===== src/rtl/rng_arbiter.sv =====
// ---------------------------------------------------------------------------
// rng_arbiter
//
// Shares a single XNOR-feedback LFSR between two requesters. A granted
// requester waits while the LFSR is advanced STEPS times. The resulting word
// is then presented on rnd_data, and rnd_valid pulses for one cycle. Grants
// are issued round-robin over a one-bit last-served pointer.
//
// Parameters
//   WIDTH         LFSR / random word width in bits (must be >= 8)
//   STEPS         LFSR shifts per draw, 1..255
//   DEFAULT_SEED  reset value and replacement for an all-ones seed
//
// Ports
//   FPGA_CLK1_50  in   1      sole clock, rising edge
//   rst           in   1      synchronous active-high reset
//   seed          in   WIDTH  reseed value, sampled when seed_load is accepted
//   seed_load     in   1      reseed request pulse, honoured only in IDLE
//   req           in   2      level draw requests, bit i = requester i
//   gnt           out  2      registered one-hot grant, zero when idle
//   rnd_data      out  WIDTH  registered random word, holds between draws
//   rnd_valid     out  1      one-cycle strobe qualifying rnd_data
//   busy          out  1      high whenever the FSM is not IDLE
// ---------------------------------------------------------------------------
module rng_arbiter #(
    parameter int               WIDTH        = 14,
    parameter int               STEPS        = 14,
    parameter logic [WIDTH-1:0] DEFAULT_SEED = 14'h0001
) (
    input  logic             FPGA_CLK1_50,
    input  logic             rst,
    input  logic [WIDTH-1:0] seed,
    input  logic             seed_load,
    input  logic [1:0]       req,
    output logic [1:0]       gnt,
    output logic [WIDTH-1:0] rnd_data,
    output logic             rnd_valid,
    output logic             busy
);

    // Counter is sized to hold STEPS itself, so it never wraps within a draw.
    localparam int               CNT_W    = $clog2(STEPS + 1);
    localparam logic [CNT_W-1:0] CNT_ONE  = CNT_W'(1);
    localparam logic [CNT_W-1:0] LAST_CNT = CNT_W'(STEPS - 1);
    localparam logic [WIDTH-1:0] ALL_ONES = {WIDTH{1'b1}};

    typedef enum logic [1:0] {
        ST_IDLE    = 2'd0,
        ST_STEP    = 2'd1,
        ST_DELIVER = 2'd2
    } state_t;

    state_t           state_r;
    logic [WIDTH-1:0] lfsr_r;
    logic [CNT_W-1:0] cnt_r;
    logic             last_r;
    logic [1:0]       gnt_r;
    logic [WIDTH-1:0] rnd_data_r;
    logic             rnd_valid_r;
    logic             busy_r;

    logic [WIDTH-1:0] lfsr_next_s;
    logic [WIDTH-1:0] seed_fix_s;
    logic             win_s;
    logic [1:0]       win_onehot_s;

    // One XNOR-feedback shift. The all-ones word is this LFSR's lockup state.
    function automatic logic [WIDTH-1:0] lfsr_step(input logic [WIDTH-1:0] q);
        logic fb;
        fb = ~(q[7] ^ q[2]);
        return {q[WIDTH-2:0], fb};
    endfunction

    // Next LFSR value and lockup-safe seed.
    always_comb begin
        lfsr_next_s = lfsr_step(lfsr_r);
        if (seed == ALL_ONES) begin
            seed_fix_s = DEFAULT_SEED;
        end else begin
            seed_fix_s = seed;
        end
    end

    // Round-robin pick: a lone requester wins; on contention the requester
    // that was not served last wins.
    always_comb begin
        win_s = 1'b0;
        case (req)
            2'b01:   win_s = 1'b0;
            2'b10:   win_s = 1'b1;
            2'b11:   win_s = ~last_r;
            default: win_s = 1'b0;
        endcase
        if (win_s) begin
            win_onehot_s = 2'b10;
        end else begin
            win_onehot_s = 2'b01;
        end
    end

    // Draw FSM with all outputs registered alongside the state.
    always_ff @(posedge FPGA_CLK1_50) begin
        if (rst) begin
            state_r     <= ST_IDLE;
            lfsr_r      <= DEFAULT_SEED;
            cnt_r       <= '0;
            last_r      <= 1'b1;
            gnt_r       <= 2'b00;
            rnd_data_r  <= '0;
            rnd_valid_r <= 1'b0;
            busy_r      <= 1'b0;
        end else begin
            case (state_r)
                ST_IDLE: begin
                    rnd_valid_r <= 1'b0;
                    if (seed_load) begin
                        // Reseeding wins over requests; no grant this cycle.
                        lfsr_r <= seed_fix_s;
                        gnt_r  <= 2'b00;
                    end else if (req != 2'b00) begin
                        gnt_r   <= win_onehot_s;
                        last_r  <= win_s;
                        cnt_r   <= '0;
                        busy_r  <= 1'b1;
                        state_r <= ST_STEP;
                    end else begin
                        gnt_r <= 2'b00;
                    end
                end
                ST_STEP: begin
                    lfsr_r <= lfsr_next_s;
                    cnt_r  <= cnt_r + CNT_ONE;
                    if (cnt_r == LAST_CNT) begin
                        rnd_data_r  <= lfsr_next_s;
                        rnd_valid_r <= 1'b1;
                        state_r     <= ST_DELIVER;
                    end
                end
                ST_DELIVER: begin
                    rnd_valid_r <= 1'b0;
                    gnt_r       <= 2'b00;
                    busy_r      <= 1'b0;
                    state_r     <= ST_IDLE;
                end
                default: begin
                    rnd_valid_r <= 1'b0;
                    gnt_r       <= 2'b00;
                    busy_r      <= 1'b0;
                    state_r     <= ST_IDLE;
                end
            endcase
        end
    end

    assign gnt       = gnt_r;
    assign rnd_data  = rnd_data_r;
    assign rnd_valid = rnd_valid_r;
    assign busy      = busy_r;

endmodule


===== config.mk =====
export PLATFORM = sky130hd
export DESIGN_NAME = rng_arbiter
export DESIGN_NICKNAME = d
export VERILOG_FILES = /design/src/rtl/rng_arbiter.sv
export SDC_FILE = /design/constraint.sdc
export NUM_CORES = 1
export LEC_CHECK = 0
export BUFFER_PORTS_ARGS = -buffer_cell sky130_fd_sc_hd__buf_2
export CORE_UTILIZATION = 52
export CTS_CLUSTER_SIZE = 40
export DETAILED_ROUTE_END_ITERATION = 10
export PLACE_DENSITY = 0.77
export SYNTH_ARGS = -nofsm -noshare
export SYNTH_HDL_FRONTEND = slang
export SYNTH_SLANG_ARGS = --single-unit
export TNS_END_PERCENT = 50

===== constraint.sdc =====
create_clock -name FPGA_CLK1_50 -period 1.6 [get_ports FPGA_CLK1_50]
set_input_delay 0.08 -clock FPGA_CLK1_50 [delete_from_list [all_inputs] [get_ports FPGA_CLK1_50]]
set_output_delay 0.08 -clock FPGA_CLK1_50 [all_outputs]
set_load 0.02 [all_outputs]

Word-level counts from Yosys, hierarchy flattened:

Cells that the tools add are included.

* latch bits: 0
* bits in writable memories: 0
* ROM bits: 0
* register bits after elaboration: 38
* memories: 0
* bits of input ports: 19

* multiplexer cells: 18
* multiply operators: 0
* reductions and logical operators: 10
* shift-type cells: 0
* add/sub/neg operators: 1
* eq/ne operators: 9
* bitwise logic cells: 5
* div/mod/pow operators: 0
* order comparisons: 0

Operators by type and width (number)
* 13-bit two-way mux: 2
* 13-bit case mux with 2 select lines: 1
* 14-bit equality test (second input constant): 1
* 2-bit two-way mux: 6
* 3-bit AND reduction: 4
* 4-bit two-way mux: 2
* 2-bit inequality test (second input constant): 4
* 2-bit case mux with 2 select lines: 2
* 4-bit case mux with 2 select lines: 1
* 4-bit by 1-bit adder with 4-bit output (second input constant): 1
* 2-bit equality test (second input constant): 2
* 4-bit equality test (second input constant): 1
* 1-bit NOT: 4
* 1-bit case mux with 2 select lines: 2
* 2-bit AND reduction: 2
* 2-bit nonzero test: 2
* 2-bit by 1-bit equality test with 1-bit output (second input constant): 1
* 2-bit logical NOT: 1
* 1-bit two-way mux: 2
* 2-bit OR reduction: 1
* 1-bit bitwise XOR: 1

Longest topological paths before layout:

* depth after elaboration: 6
* mapped depth: 7
* gate-level depth less buffers: 5

Worst setup path before layout:

Ideal clock, no wire load.

* kind: register to register
* from: register cnt_r[0]
* to: register rnd_data_r[8], in the netlist rnd_data[8]
* clock period less this slack: 1.310 ns
* library setup time: 0.070 ns
* arrival: 1.239 ns
* cell stages (with the launch flop): 7
* path slack: 0.290 ns
* path through: dfxtp_1 -> ha_1 -> and3_1 -> clkbuf_1 -> buf_2 -> nand3_1 -> a21oi_1

* longest elaborated chain between the ends: 2

RTL lines
* from (decl): line 55 `logic [CNT_W-1:0] cnt_r;`
* from (signal assigned): line 132 `cnt_r <= cnt_r + CNT_ONE;`
* 4-bit equality test: line 133 `if (cnt_r == LAST_CNT) begin`
* 2-bit AND reduction (no source line)
* to (signal assigned): line 134 `rnd_data_r <= lfsr_next_s;`
* to (decl): line 58 `logic [WIDTH-1:0] rnd_data_r;`

Every way passes these cells.
A chain may end at the register's enable or synchronous reset.

Worst setup path after layout:

* from: register state_r[0]
* to: register lfsr_r[12]

* longest elaborated chain between the ends: 3
* elaborated cells on any way between the ends: 6

RTL lines
* from (decl): line 53 `state_t state_r;`
* from (signal assigned): line 104 `state_r <= ST_IDLE;`
* from (signal assigned): line 125 `state_r <= ST_STEP;`
* from (signal assigned): line 136 `state_r <= ST_DELIVER;`
* 2-bit by 1-bit equality test with 1-bit output / 2-bit logical NOT (equally long branches): line 113 `case (state_r)`
* 2-bit nonzero test (no source line) / 2-bit inequality test (equally long branches)
* 2-bit AND reduction (no source line)
* to (signal assigned): line 118 `lfsr_r <= seed_fix_s;`
* to (signal assigned): line 131 `lfsr_r <= lfsr_next_s;`
* to (decl): line 54 `logic [WIDTH-1:0] lfsr_r;`

Several ways; a longest one is shown, not always the timed one.

==> flow_summary.yaml <==
logic_synthesis:
  synth_edf_count: 0
  synth_cell_type_count: 32
  ys.flop_type: "dfxtp_1"
  syn_inst: 193
  ys_warn_count: 0
  async_flop_share_pct: 0
  synth-seq-cells: 38
  syn_nets: 214
  syn_area_per_cell_sq_um: 8.49
  synth_area_sq_mm: 0.00164
  yosysSeqAreaShare_pct: 46.4
worst_setup_path:
  path_cells: "nor2b_1, buf_4, a22oi_1, o22ai_1"
  path_buf_inv: 1
  critPathKind: "reg2reg"
  cp_slowest_cell: "dfxtp_1"
  max_stage_delay_ns: 0.54
  crit_path_start_kind: "register"
  worstSetupStartpoint: "state_r[0]"
  critical-path-top-delay-family: "flip-flops"
  reg2reg_from: "state_r[0]"
  crit_fanout: 21
  cp.arrival_ns: 1.67
  cp-end-kind: "register"
  cp.required_ns: 1.87
pwr:
  pwr-share-clk_pct: 29.6
  intPower_w: 0.00128
  powerDensity_mw_per_mm2: 884
  p_leak_nw: 0.766
  p_comb_share_pct: 11.8
  p_sw_share_pct: 26.2
  seq_power_share_pct: 58.5
  total_switching_power_w: 0.000455
  ir_worst_vdd_v: 0.000525
floorplanning:
  coreArea_sq_mm: 0.00303
  ioPinCount: 37
  die_area_sq_mm: 0.00338
  die_w_microns: 58.1
  start_util_pct: 54.1
  fp-row-count: 20
  die_h_microns: 58.1
clock_tree:
  cts-root-buf: "clkbuf_4"
  clockBufferDepth: 2
  htreeDepth: 2
  path_clk_slew_ns: 0.11
  clock-sinks: 38
  cts_tree: "built"
  numCtsBuffers: 5
  insertion_delay_ns: 0.35
routing:
  firstDrtPassIters: 4
  route.detailed.drc: 0
  avgViaCountPerCell: 5.84
  ant_nets: 0
  drt-wirelength-per-cell_microns: 13.7
  vias: 1617
  wl_microns: 3790
  drt_iter0_markers: 107
timing:
  max_slew_margin_pct: 64.5
  fin_tns_setup_ns: 0
  fmax_mhz: 714
  finalHoldViolations: 0
  min_period_ns: 1.40
  period_share_pct: 87.6
  setup-violations-final: 0
  worst_pin_slew_ns: 0.532
  holdWs_ns: 0.00898
  skew_ns: 0.0147
  rsz0062_at_grt: "no"
  slew_viol_final: 0
status:
  outcome: "completed"
place:
  dpl.cell_count: 264
  dp_hpwl_microns: 2650
  io_buffers: 36
  place_congestion: 0.823
global_routing:
  met2_usage_pct: 36.6
  use_met3_pct: 7.37
  grt_overflow: 0
  grt_pass1_vias: 1415
  top_usage_layer: "met2"
  grt_usage_pct: 24.0
  use_met1_pct: 32.7
  grt_start_max_net_pins: 24
  antenna_found_initial: 0
  grt_pass1_wl_microns: 6240
layout:
  drive_gt1_share_pct: 23.2
  diodes: 0
  nFillCells: 257
  instances_no_fill: 277
  layout.cells.most_common: "dfxtp_1"
  area_delta_synth_final_pct: 20.1
  final_net_count: 253
  layout_common_cells: "38 x dfxtp_1, 36 x buf_2, 22 x a21oi_1"
flow_run:
  cap_violations: 0
min_path:
  hold_start: "seed[11]"
  hold_path_class: "in2reg"
## metal layers
layer / up-vias / part of all wire [%]
met5: - / 0
met4: 0 / 0.79
met3: 4 / 7.6
met2: 80 / 47
met1: 744 / 44
li1: 789 / -
## worst reg2reg max path, stage by stage (launching register included)
cell	delay [ns]
dfxtp_1	0.54
nor2b_1	0.23
buf_4	0.26
a22oi_1	0.12
o22ai_1	0.17
## sequential cells by signal, summed over array words and instances (netlist names)
register   flops
state_r        2
rnd_data      14
rnd_valid      1
busy           1
gnt            2
last_r         1
lfsr_r        13
cnt_r          4
## cell families after synthesis
family,share of synthesized area [%]
AOI/OAI and AO/OA,26.8
DFF,46.4
xor gates and xnor gates,0.534
buffers and inverters,5.19
and+or+nand+nor,18.9
adders and majority gates,1.53
muxes,0.611
## synth_stat cells (all sizes together) (3+ instances only)
cell,instances,area [sq um]
a21oi,22,110
a22oi,12,90.1
buf,11,58.8
clkbuf,5,18.8
dfxtp,38,761
nand2,15,56.3
nand2b,4,25.0
nand3,16,80.1
nand4,3,18.8
nor2,7,26.3
nor2b,3,18.8
nor3,3,15.0
o21ai,20,100
o21bai,3,22.5
o22ai,12,75.1
## through the flow
step	utilization (%)	area, sq um	total power [W]	worst slack, ns
floorplan	-	1640	0.00116	0.290
detailed placement	61.1	1850	0.00123	0.0360
CTS	64.5	1950	0.00174	0.117
finish	65.0	1970	0.00174	0.199
global route	65.0	1970	0.00182	0.0728
global placement	61.1	1850	0.00122	0.177
## path summary, 6_finish.rpt
kind | slack, ns | to | depth (start not counted)
worst min register to register | 0.46 | gnt[0] | 2
worst max register to register | 0.20 | lfsr_r[12] | 4
worst min-delay path | 0.009 | lfsr_r[11] | 3
worst max-delay path | 0.20 | lfsr_r[12] | 4
## final cells by class
class,instances,area (sq um),share of cell area [%]
clock buffer,7,55.1,2.80
clock inverter,1,5.00,0.254
inverter,2,7.51,0.381
multi-input combinational,137,802,40.8
sequential,38,761,38.7
tap,44,55.1,2.80
timing repair buffer,48,283,14.4
## power by group through the flow
stage | Combinational (W) | Sequential, W | Clock, W
global route | 0.000228 | 0.00102 | 0.000567
floorplan | 0.000126 | 0.00103 | 0
finish | 0.000206 | 0.00102 | 0.000515
detailed placement | 0.000191 | 0.00104 | 0
CTS | 0.000201 | 0.00102 | 0.000519
global placement | 0.000183 | 0.00104 | 0
## timing repair
action | 4_1_cts | 5_1_grt
hold buffers | 4 | 1
resized for setup | 1 | 1
endpoints found under the hold margin | 4 | 1
setup buffers | 0 | 0
gates cloned | 0 | 0
endpoints found under the setup margin | 2 | 14
Note: power is estimated with default switching activity, not from simulation.
